### src/rtl/matrix_pkg.sv
// Shared types and constants for the binary-to-BCD display path.
package matrix_pkg;

  // Converter control states
  typedef enum logic [1:0] {
    IDLE  = 2'd0,
    SHIFT = 2'd1,
    DONE  = 2'd2
  } b2b_state_t;

  // A BCD digit at or above this value gets +3 before the shift
  localparam logic [3:0] BCD_ADJ_TH = 4'd5;

  // Display word width: {ovf, tens[3:0], ones[3:0]}
  localparam int DISP_W = 9;

endpackage

### src/rtl/bin2bcd_seq_if.sv
// Valid/ready request channel into the converter, plus its result/done outputs.
interface bin2bcd_seq_if
  import matrix_pkg::*;
#(
  parameter int IN_W = 8
) ();

  logic [IN_W-1:0]   in_data;
  logic              in_valid;
  logic              in_ready;
  logic              done;
  logic [DISP_W-1:0] result;

  // Upstream producer / display consumer side
  modport master (
    output in_data,
    output in_valid,
    input  in_ready,
    input  done,
    input  result
  );

  // Converter side
  modport slave (
    input  in_data,
    input  in_valid,
    output in_ready,
    output done,
    output result
  );

endinterface

### src/rtl/bcd_digit_adj.sv
// One BCD digit correction step: if the digit is 5 or more, add 3 (4-bit wrap, no carry out).
module bcd_digit_adj
  import matrix_pkg::*;
(
  input  logic [3:0] din,
  output logic [3:0] dout
);

  // Correction applied before each left shift so the digit carries correctly into the next one
  assign dout = (din >= BCD_ADJ_TH) ? (din + 4'd3) : din;

endmodule

### src/rtl/bin2bcd_seq.sv
// Iterative shift-and-add-3 binary to BCD converter.
// The display word {ovf, tens, ones} only changes together with the one-cycle done pulse,
// so the decoder downstream never sees partial conversion values.
module bin2bcd_seq
  import matrix_pkg::*;
#(
  parameter int IN_W = 8
) (
  input  logic          clk,
  input  logic          rst,
  bin2bcd_seq_if.slave  bus
);

  localparam int              CNT_W    = $clog2(IN_W + 1);
  localparam logic [CNT_W-1:0] CNT_LAST = CNT_W'(IN_W - 1);
  localparam int              CAT_W    = 12 + IN_W;

  b2b_state_t        state_reg, state_next;
  logic [IN_W-1:0]   bin_reg, bin_next;
  logic [11:0]       bcd_reg, bcd_next;
  logic [CNT_W-1:0]  cnt_reg, cnt_next;
  logic [DISP_W-1:0] result_reg, result_next;
  logic              done_reg, done_next;
  logic              in_ready_reg, in_ready_next;

  logic [11:0]       bcd_adj;
  logic [CAT_W-1:0]  cat_shift;
  logic [11:0]       bcd_shift;
  logic [IN_W-1:0]   bin_shift;

  // Three digit correctors (ones, tens, hundreds) working on the current accumulator
  generate
    for (genvar gi = 0; gi < 3; gi++) begin : g_adj
      bcd_digit_adj u_adj (
        .din  (bcd_reg[gi*4 +: 4]),
        .dout (bcd_adj[gi*4 +: 4])
      );
    end
  endgenerate

  // Corrected accumulator and binary shift register move left together by one bit
  assign cat_shift = {bcd_adj, bin_reg} << 1;
  assign bcd_shift = cat_shift[CAT_W-1:IN_W];
  assign bin_shift = cat_shift[IN_W-1:0];

  // Next-state, datapath update and registered output values
  always_comb begin
    state_next    = state_reg;
    bin_next      = bin_reg;
    bcd_next      = bcd_reg;
    cnt_next      = cnt_reg;
    result_next   = result_reg;
    done_next     = 1'b0;
    in_ready_next = 1'b0;
    unique case (state_reg)
      IDLE: begin
        if (bus.in_valid && in_ready_reg) begin
          bin_next   = bus.in_data;
          bcd_next   = 12'h000;
          cnt_next   = '0;
          state_next = SHIFT;
        end else begin
          in_ready_next = 1'b1;
        end
      end
      SHIFT: begin
        bcd_next = bcd_shift;
        bin_next = bin_shift;
        cnt_next = cnt_reg + 1'b1;
        if (cnt_reg == CNT_LAST) begin
          // Final shift: publish the word so it and done appear together in DONE
          state_next  = DONE;
          done_next   = 1'b1;
          result_next = {(bcd_shift[11:8] != 4'd0), bcd_shift[7:0]};
        end
      end
      DONE: begin
        state_next    = IDLE;
        in_ready_next = 1'b1;
      end
      default: begin
        state_next = IDLE;
      end
    endcase
  end

  // State and register update; reset abandons any conversion and blanks the display to "00"
  always_ff @(posedge clk or posedge rst) begin
    if (rst) begin
      state_reg    <= IDLE;
      bin_reg      <= '0;
      bcd_reg      <= 12'h000;
      cnt_reg      <= '0;
      result_reg   <= '0;
      done_reg     <= 1'b0;
      in_ready_reg <= 1'b0;
    end else begin
      state_reg    <= state_next;
      bin_reg      <= bin_next;
      bcd_reg      <= bcd_next;
      cnt_reg      <= cnt_next;
      result_reg   <= result_next;
      done_reg     <= done_next;
      in_ready_reg <= in_ready_next;
    end
  end

  assign bus.in_ready = in_ready_reg;
  assign bus.done     = done_reg;
  assign bus.result   = result_reg;

endmodule

### src/flat_wrapper.sv
// flat-port wrapper written by rule: the top's interface ports become plain ports
module bin2bcd_seq_flat import matrix_pkg::*;
#(
  parameter int IN_W = 8
)
  (clk, rst, bus_in_data, bus_in_valid, bus_in_ready, bus_done, bus_result);
  bin2bcd_seq_if #(.IN_W(IN_W)) bus_i ();
  input  logic clk;
  input  logic rst;
  input wire logic [$bits(bus_i.in_data)-1:0] bus_in_data;
  input wire logic [$bits(bus_i.in_valid)-1:0] bus_in_valid;
  output wire logic [$bits(bus_i.in_ready)-1:0] bus_in_ready;
  output wire logic [$bits(bus_i.done)-1:0] bus_done;
  output wire logic [$bits(bus_i.result)-1:0] bus_result;
  assign bus_i.in_data = bus_in_data;
  assign bus_i.in_valid = bus_in_valid;
  assign bus_in_ready = bus_i.in_ready;
  assign bus_done = bus_i.done;
  assign bus_result = bus_i.result;
  bin2bcd_seq #(.IN_W(IN_W)) u_core (.clk(clk), .rst(rst), .bus(bus_i));
endmodule
### config.mk
export PLATFORM = sky130hd
export DESIGN_NAME = bin2bcd_seq_flat
export DESIGN_NICKNAME = d
export VERILOG_FILES = /design/src/rtl/matrix_pkg.sv /design/src/rtl/bin2bcd_seq_if.sv /design/src/rtl/bcd_digit_adj.sv /design/src/rtl/bin2bcd_seq.sv /design/src/flat_wrapper.sv
export SDC_FILE = /design/constraint.sdc
export NUM_CORES = 1
export LEC_CHECK = 0
export CORE_MARGIN = 2
export CORE_UTILIZATION = 49
export DETAILED_ROUTE_END_ITERATION = 12
export PLACE_DENSITY = 0.87
export RECOVER_POWER = 100
export SETUP_SLACK_MARGIN = 0.4
export SLEW_MARGIN = 20
export SYNTH_ARGS = -nofsm -noshare
export SYNTH_HDL_FRONTEND = slang
export SYNTH_SLANG_ARGS = --single-unit
### constraint.sdc
create_clock -name clk -period 1.61 [get_ports clk]
set_input_delay 0.322 -clock clk [delete_from_list [all_inputs] [get_ports clk]]
set_output_delay 0.322 -clock clk [all_outputs]
set_load 0.005 [all_outputs]
Word-level counts from Yosys, hierarchy flattened

Index checks and enable logic that the tools add are counted.

Muxes and demuxes: 16
Eq/ne operators: 5
Magnitude comparators: 3
Reductions and logical operators: 7
Add/subtract/negate cells: 4

Operators with widths:

| kind                                                               | number |
|---|---|
| case mux 12 bit (2 select lines)                                   | 1 |
| case mux 8 bit (2 select lines)                                    | 1 |
| greater-or-equal comparator 4 x 3 -> 1 bit (second input constant) | 3 |
| two-way mux 12 bit                                                 | 1 |
| two-way mux 4 bit                                                  | 3 |
| adder 4 x 2 -> 4 bit (second input constant)                       | 2 |
| two-way mux 8 bit                                                  | 1 |
| case mux 4 bit (2 select lines)                                    | 1 |
| AND reduction 2 bit                                                | 3 |
| adder 4 x 1 -> 4 bit (second input constant)                       | 1 |
| equality test 4 x 3 -> 1 bit (second input constant)               | 1 |
| two-way mux 2 bit                                                  | 2 |
| inequality test 2 x 1 -> 1 bit (second input constant)             | 2 |
| case mux 2 bit (2 select lines)                                    | 1 |
| nonzero test 4 bit                                                 | 1 |
| adder 3 x 2 -> 3 bit (second input constant)                       | 1 |
| two-way mux 1 bit                                                  | 3 |
| two-way mux 3 bit                                                  | 1 |
| equality test 2 x 1 -> 1 bit (second input constant)               | 1 |
| equality test 2 bit (second input constant)                        | 1 |
| logical NOT 2 bit                                                  | 1 |
| case mux 1 bit (2 select lines)                                    | 1 |
| nonzero test 2 bit                                                 | 1 |
| logical AND 1 bit                                                  | 1 |

Word-level logic and storage cells: 42
Flip-flop bits (word level): 37
Input port bits: 11
Output and inout bits: 11

Depth between registers and ports, before layout

Gate-level depths: netlist (run 1).

Depth after elaboration: 3
Mapped depth: 6
Mapped depth without buffers: 6

By module

Synthesis (run 1) repeated with hierarchy kept, for this count alone.

Cells, all modules: 151
Area total of the unflattened synthesis: 1774.2 um^2

Modules (own cells, without submodules):

| module        | seq. area each (um^2) | cells each | area an instance (um^2) | times used |
|---|---|---|---|---|
| bin2bcd_seq   | 925.9                 | 103        | 1470.2                  | 1 |
| bcd_digit_adj | 0.0                   | 16         | 101.3                   | 3 |

Worst setup path after synthesis (run 1)

OpenSTA, ideal clock, no wires.

Kind: register -> register
From: register u_core.bcd_reg[8]
To: register u_core.result_reg[8], in the netlist u_core.bus.result[8]
Clock period less this slack: 1.525 ns
Data required time: 1.484 ns
Arrival time: 1.399 ns
Library setup time: 0.126 ns
Setup slack: 0.085 ns
Path buffers: 0
Stages on the path, launching flop included: 6
Cells stage by stage: dfrtp_1 > ha_1 > nand2b_1 > a211oi_2 > o211ai_1 > o32a_1

Word-level cells in the longest chain between the ends: 3
Elaborated cells on any way between the ends: 4
Those cells by class: 1 x add/sub; 1 x order compare; 1 x mux; 1 x reduce/logical

RTL lines:

| item                                                                                      | RTL line            | text |
|---|---|---|
| from (decl)                                                                               | bin2bcd_seq.sv:20   | `logic [11:0] bcd_reg, bcd_next;` |
| from (signal assigned)                                                                    | bin2bcd_seq.sv:100  | `bcd_reg <= bcd_next;` |
| greater-or-equal comparator 4 x 3 -> 1 bit / adder 3 x 2 -> 3 bit (equally long branches) | bcd_digit_adj.sv:10 | `assign dout = (din >= BCD_ADJ_TH) ? (din + 4'd3) : din;` |
| two-way mux 3 bit *                                                                       | bcd_digit_adj.sv:10 |  |
| nonzero test 4 bit *                                                                      | bin2bcd_seq.sv:74   | `result_next = {(bcd_shift[11:8] != 4'd0), bcd_shift[7:0]};` |
| to (signal assigned)                                                                      | bin2bcd_seq.sv:102  | `result_reg <= result_next;` |
| to (decl)                                                                                 | bin2bcd_seq.sv:22   | `logic [DISP_W-1:0] result_reg, result_next;` |

Mark *: on every way between the ends. The rest lies on a longest branch, timed or not.
A chain may end at the register's enable or synchronous reset.

Worst setup path in the final report (run 1)

From: register u_core.bcd_reg[1]
To: register u_core.bcd_reg[4]

Word-level cells in the longest chain between the ends: 3
Elaborated cells on any way between the ends: 4
Those cells by class: 1 x add/sub; 1 x order compare; 2 x mux

RTL lines:

| item                                                                                      | RTL line            | text |
|---|---|---|
| adder 4 x 2 -> 4 bit / greater-or-equal comparator 4 x 3 -> 1 bit (equally long branches) | bcd_digit_adj.sv:10 |  |
| two-way mux 4 bit *                                                                       | bcd_digit_adj.sv:10 |  |
| case mux 12 bit (2 select lines) *                                                        | bin2bcd_seq.sv:55   | `unique case (state_reg)` |

Marks and branches as above.

==> summary.md, run 1 <==
| Metric | Value |
|---|---|
| Outcome | finished with violations |
| Failing checks | negative setup slack |
| Gr usage total | 27.42% |
| Antenna diodes | 0 |
| CP startpoint kind | flop |
| Commonest non-fill, non-tap cell in the layout | buf_4 |
| Worst Skew | slightly below 0.02 ns |
| Largest delay share family, worst path | compound AO/OA/AOI/OAI gates |
| Critical path buffers and inverters | 1 |
| Pins over their slew limit | 0 |
| Core area | around 3400 sq um |
| Worst-case vdd ir drop | 1.505 mV |
| Initial Utilization | about 52% |
| Post-route ant nets | 0 |
| Die area | ~4000 sq um |
| Synth unique cells | 32 |
| Post-Synthesis Cells | roughly 160 |
| GR Overflow Total | 0 |
| Num CTS Buffers | 5 |
| Design area | between 2000 and 3000 sq um |
| Vias in the first global route | ~1.7k |
| Class of the worst hold path | input port to flop |
| Hold path depth | 3 |
| Pwr Total | between 6 and 7 mW |
| Via density | 6.107 |
| DR vias | 1777 |
| CP Max Fanout | 5 |
| Crit. End Element | flop |
| R2R Path Start | u_core.bcd_reg[1] |
| Slowest Stage Delay on Critical Path | 0.44 ns |
| CTS H-tree lvls | 2 |
| Fin crit share | 100.2% |
| Sequential area share after synthesis | ~53% |
| IO buf count | 21 |
| Setup TNS | -0.003026 ns |
| Number of flip-flops in the largest register | 12 |
| Remaining DRCs | 0 |
| Worst R2R Path Depth | 6 |
| Worst R2R Setup Slack | -0.003 ns |
| Critical path class | flop to flop |
| WL/cell | 22.60 um |
| Root buf cell | clkbuf_4 |
| Avg Synthesized Cell Area | about 11 sq um |
| Share of layout cells above drive strength 1 | between 50% and 60% |
| Critical Path RT | ~1.9 ns |
| EDFF count, synth | 0 |
| Yosys reg bits | 37 |
| CP cell instances | inv_2 -> ha_4 -> nand2b_4 -> nor3b_1 -> a21oi_1 -> o22ai_1 |
| # IOs | 22 |
| Layout area overhead | 60.03% |
| WHS Endpoint | u_core.bin_reg[0] |
| Wirelength, routed | 6576 um |
| Final Hold Fails | 0 |
| Final setup vio count | 1 |
| Synthesized net count | 181 |
| Die width | about 64 um |
| First DRT Iteration DRCs | roughly 140 |
| Least-Margin Pin Slew | between 0.9 and 1 ns |
| Pre-CTS setup slack | -0.1236 ns |
| Unrepaired setup endpoints after global routing | yes |
| CTS tree | yes |
| Min cycle time layout | roughly 1.6 ns |
| PnR worst setup slack | -0.003026 ns |
| Ys async rst share | 100.0% |
| Worst hold start | bus_in_data[0] |
| Gpl congestion | approximately 0.75 |
| Max clock buf depth | 2 |
| CTS clk-pin slew, worst paths | around 0.13 ns |
| Synth warn | 0 |
| Leak | around 1.2 nW |
| Post-DP HPWL | approximately 2400 um |
| Power Density | ~2300 nW/um^2 |
| Post-Syn Area | between 1500 and 2000 sq um |
| Area after DPL | roughly 2100 sq um |
| Commonest non-fill, non-tap cells in the layout | buf_4, dfrtp_1, nor2_1, buf_6, clkbuf_1 |
| Largest net degree at the start of global routing | 38 |
| Slowest cell on crit path | dfrtp_1 |
| Top achievable clock speed | approximately 620 MHz |
| Initial antenna violation count | 0 |
| Post-CTS Hold Buffers | 0 |
| First-pass GRT wire length | 8376 um |
| Total iterations of the first detailed-routing run | 5 |
| Worst skew pair latency | between 0.3 and 0.4 ns |
| Total clock sinks | 37 |
| Top FF cell, synth | dfrtp_1 |
| Die height | around 64 um |
| Crit path DAT | around 1.9 ns |
| Post-Route Utilization | between 80 and 90% |
| FP Rows | 21 |
| Slew headroom | 38.00% |
| Layout Nets | 263 |
| Crit path from | u_core.bcd_reg[1] |
| R2r endpoint | u_core.bcd_reg[4] |
| Maxcap violations | 0 |
## tightest hold or removal path, cell delays in order
cell and delay, ns:
clkdlybuf4s50_1 0.40, inv_1 0.05, o21ai_1 0.07
## layout make-up
| class | count | area (sq um) |
|---|---|---|
| Clock buffer | 7 | 55.05 |
| Fill cell | 193 | 578.1 |
| Inverter | 8 | 30.03 |
| Multi-Input combinational cell | 114 | 1067 |
| Sequential cell | 37 | 930.9 |
| Tap cell | 46 | 57.56 |
| Timing Repair Buffer | 79 | 644.4 |
## where the power goes
| group | leakage [nW] | switching, mW | internal, mW |
|---|---|---|---|
| Sequential | 0.446 | 0.504 | 1.35 |
| Combinational | 0.751 | 1.92 | 2.01 |
| Clock | 0.0314 | 0.334 | 0.206 |
| Total | 1.23 | 2.75 | 3.56 |
## cell families (layout without fill, tap and decap cells)
kind of cell | after synthesis | count (layout) | share of synthesized area [%]
AND/OR/NAND/NOR | 49 | 51 | 13.95
AO/OA/AOI/OAI | 46 | 46 | 17.83
flip-flops | 37 | 37 | 53.20
buffers and inverters | 14 | 94 | 4.097
adder cells (fa/ha/maj) | 7 | 7 | 5.032
multiplexers | 7 | 7 | 4.385
XOR/XNOR | 3 | 3 | 1.510
## stage by stage
stage / hold WS (ns) / instances
2_1_floorplan: 0.4483 / 163
3_3_place_gp: 0.4690 / 231
3_5_place_dp: 0.4893 / 231
4_1_cts: 0.3311 / 272
5_1_grt: 0.5402 / 291
6_report: 0.5249 / 291
## Yosys cell counts, types with 4 or more instances
cell type	number	share of area (%)
a22o_1	7	3.5
a21oi_1	10	2.9
o21ai_0	8	2.3
dfrtp_1	37	53
mux2_2	5	3.2
nand2_1	9	1.9
o22ai_1	8	2.9
nor3b_1	4	1.7
ha_1	7	5.0
nor2_1	24	5.2
inv_1	8	1.7
nand2b_1	4	1.4
## what timing repair did
item / CTS / global route
endpoints found under the setup margin: 45 / 47
gates cloned: 3 / 1
gates resized for setup: 103 / 52
pin swaps: 18 / 22
setup buffers: 31 / 18
## worst max path at each step
stage,to,slack (ns),cells past startpoint
after floorplan,u_core.bus.result[0],0.18,5
after global placement,u_core.bin_reg[1],-0.06,5
after detailed placement,u_core.cnt_reg[3],-0.12,5
after CTS,u_core.bus.result[8],0.11,5
after global routing,u_core.bcd_reg[4],-0.02,6
final,u_core.bcd_reg[4],-0.003,6
## per-layer routing
layer	routed length [um]	share of wire, %	up-vias	track usage, %
li1	-	-	744	-
met1	2586	39	880	32.67
met2	3204	49	122	46.58
met3	517	7.9	31	6.071
met4	268	4.1	0	13.59
met5	0	0	-	0
Power figures use the tool's default switching activity.
==> inputs of run 2 (changes only) <==
--- a/config.mk
+++ b/config.mk
@@ -5,8 +5,10 @@
 export SDC_FILE = /design/constraint.sdc
 export NUM_CORES = 1
 export LEC_CHECK = 0
+export CELL_PAD_IN_SITES_DETAIL_PLACEMENT = 0
+export CELL_PAD_IN_SITES_GLOBAL_PLACEMENT = 2
 export CORE_MARGIN = 2
-export CORE_UTILIZATION = 49
+export CORE_UTILIZATION = 32
 export DETAILED_ROUTE_END_ITERATION = 12
 export PLACE_DENSITY = 0.87
 export RECOVER_POWER = 100
==> run 2 against run 1 <==
Non-clock buffer count shrank 18. Power is 6.4% lower. Wire length down 34%. The flow now finishes without violations. Design area decreased by 2.0%. Utilization fell by 30 points. Clock skew shrank 0.013 ns.
==> summary.md, run 2 (synthesis results as in run 1) <==
| Metric | Value |
|---|---|
| Outcome | completed |
| Max clock buf depth | 2 (unchanged) |
| FP Rows | 26 (+24%) |
| Remaining DRCs | 0 (unchanged) |
| Share of layout cells above drive strength 1 | 50.00% (-3.5 points) |
| Post-DP HPWL | 2325 um (-4.9%) |
| Layout filler cell count | 454 (+140%) |
| Internal | 3.677 mW (+3.2%) |
| Num CTS Buffers | 5 (unchanged) |
| Unrepaired setup endpoints after global routing | yes |
| Die width | 77.75 um (+22%) |
| Slew headroom | 37.28% (-0.73 points) |
| Least-Margin Pin Slew | 0.9409 ns (+0.01089 ns) |
| CTS clk-pin slew, worst paths | 0.08 ns (-0.05 ns) |
| Leak | 1.170 nW (-4.8%) |
| Power Density | 2167 nW/um^2 (-4.5%) |
| PnR worst setup slack | 0.08707 ns (+0.09010 ns) |
| Crit path DAT | 1.70 ns (-0.16 ns) |
| GR Overflow Total | 0 (unchanged) |
| Min cycle time layout | 1.523 ns (-0.09010 ns) |
| Critical path class | flop to flop |
| Fin crit share | 94.59% (-5.6 points) |
| Number of flip-flops in the largest register | 12 (unchanged) |
| Pre-CTS setup slack | -0.1280 ns (-0.004476 ns) |
| Worst skew pair latency | 0.29 ns (-0.08 ns) |
| Psw | 2.236 mW (-19%) |
| Initial antenna violation count | 0 (unchanged) |
| Commonest non-fill, non-tap cell in the layout | dfrtp_1 |
| Antenna diodes | 0 (unchanged) |
| Worst R2R Setup Slack | 0.09 ns (+0.09 ns) |
| Switch share | 37.81% (-5.8 points) |
| CP Max Fanout | 3 (-2) |
| Vias in the first global route | 1493 (-12%) |
| Clock share of power | 14.2% (+5.6 points) |
| CP startpoint kind | flop |
| DR vias | 1459 (-18%) |
| CTS tree | yes |
| Gr usage total | 14.71% (-13 points) |
| Critical Path RT | 1.79 ns (-0.07 ns) |
| Class of the worst hold path | flop to flop |
| Post-route ant nets | 0 (unchanged) |
| CTS H-tree lvls | 2 (unchanged) |
| Die area | 6045 sq um (+49%) |
| Pwr Total | 5.912 mW (-6.4%) |
| Seq pwr share | 29.8% (+0.5 points) |
| Via density | 4.896 (-20%) |
| Worst Skew | 0.006488 ns (-0.01295 ns) |
| Gpl congestion | 0.6800 (-9.4%) |
| IO buf count | 21 (unchanged) |
| Root buf cell | clkbuf_8 |
| Die height | 77.75 um (+22%) |
| Worst-case vdd ir drop | 1.105 mV (-27%) |
| Top achievable clock speed | 656.6 MHz (+5.9%) |
| Crit. End Element | flop |
| Total clock sinks | 37 (unchanged) |
| Combinational Power Share | 56.0% (-6.2 points) |
| Core area | 5172 sq um (+54%) |
| Initial Utilization | 33.65% (-18 points) |
| Largest net degree at the start of global routing | 38 (unchanged) |
| Total iterations of the first detailed-routing run | 4 (-1) |
| Final setup vio count | 0 (-1) |
| Pins over their slew limit | 0 (unchanged) |
| Layout area overhead | 56.79% |
| First DRT Iteration DRCs | 36 (-73%) |
| WL/cell | 14.50 um (-36%) |
| First-pass GRT wire length | 6996 um (-16%) |
| Layout Nets | 245 (-6.8%) |
| Commonest non-fill, non-tap cells in the layout | dfrtp_1, buf_4, nor2_1, clkdlybuf4s50_1, clkbuf_2 |
| # IOs | 22 (unchanged) |
| Maxcap violations | 0 (unchanged) |
| Wirelength, routed | 4321 um (-34%) |
| Final Hold Fails | 0 (unchanged) |
[run 2: changes by cell type in the layout (fill, tap and decap cells not counted), moves of 4 or more]
cell      change
clkbuf_1      -4
buf_2         -4
buf_6        -12
buf_4        -10
clkbuf_8      +5
clkbuf_4      -6
clkbuf_2      +8
[run 2: routing by layer]
metal / up-vias / part of all wire, % / GRT usage (%)
li1: 707 / - / -
met4: 0 / 1.7 / 4.821
met2: 27 / 51 / 24.83
met1: 718 / 45 / 18.26
met5: - / 0 / 0
met3: 7 / 3.0 / 3.837
[run 2: power by group through the flow]
stage               Clock [mW]  Combinational, mW  Sequential (mW)
floorplan                    0               1.46             1.64
global placement             0               2.04             1.70
detailed placement           0               2.09             1.70
CTS                      0.855               2.91             1.72
global route             0.903               3.60             1.82
finish                   0.839               3.31             1.76
[run 2: worst paths after layout]
check	cells past startpoint	start	end
max	5	u_core.bcd_reg[8]	u_core.bus.result[8]
min	1	u_core.cnt_reg[3]	u_core.cnt_reg[3]
max reg2reg	5	u_core.bcd_reg[8]	u_core.bus.result[8]
min reg2reg	1	u_core.cnt_reg[3]	u_core.cnt_reg[3]
max in group asynchronous	3	rst	u_core.bcd_reg[4]
min in group asynchronous	3	rst	u_core.bin_reg[7]
[run 2: what timing repair did]
item	4_1_cts	5_1_grt
setup buffers	21	9
gates resized for setup	81	42
pin swaps	19	21
hold endpoints to repair	0	0
setup endpoints to repair	45	41
hold buffers	0	0
gates cloned	1	2
[run 2: layout make-up]
| type | count | area [sq um] | share of cell area, % |
|---|---|---|---|
| clock inverters | 1 | 30.03 | 1.100 |
| clock buffers | 7 | 86.33 | 3.164 |
| well taps | 70 | 87.58 | 3.210 |
| repair buffers | 61 | 521.8 | 19.12 |
| inverters | 8 | 30.03 | 1.100 |
| flip-flops and latches | 37 | 930.9 | 34.11 |
| multi-input cells | 114 | 1042 | 38.19 |
[run 2: worst max-delay path, cell delays in order (launching register included)]
cell      delay [ns]
dfrtp_1         0.42
ha_2            0.21
nand2b_4        0.15
a211oi_4        0.22
o211ai_1        0.11
o32a_1          0.29
[run 2: stage by stage]
| stage | instance area [sq um] | cells | hold WS, ns | utilization (%) | setup TNS (ns) |
|---|---|---|---|---|---|
| after floorplan | 1768 | 163 | 0.4483 | - | 0 |
| after global placement | 2117 | 257 | 0.4750 | 40.93 | -1.384 |
| after detailed placement | 2117 | 257 | 0.4774 | 40.93 | -1.300 |
| after CTS | 2625 | 287 | 0.3921 | 50.75 | 0 |
| after global routing | 2729 | 298 | 0.5071 | 52.76 | 0 |
| final | 2729 | 298 | 0.4925 | 52.76 | 0 |
==> inputs of run 3 (changes only) <==
--- a/config.mk
+++ b/config.mk
@@ -10,6 +10,7 @@
 export CORE_MARGIN = 2
 export CORE_UTILIZATION = 32
 export DETAILED_ROUTE_END_ITERATION = 12
+export HOLD_SLACK_MARGIN = 0.02
 export PLACE_DENSITY = 0.87
 export RECOVER_POWER = 100
 export SETUP_SLACK_MARGIN = 0.4
==> results of run 3 <==
No change in the layout: final DEF, timing and power equal those of run 2.
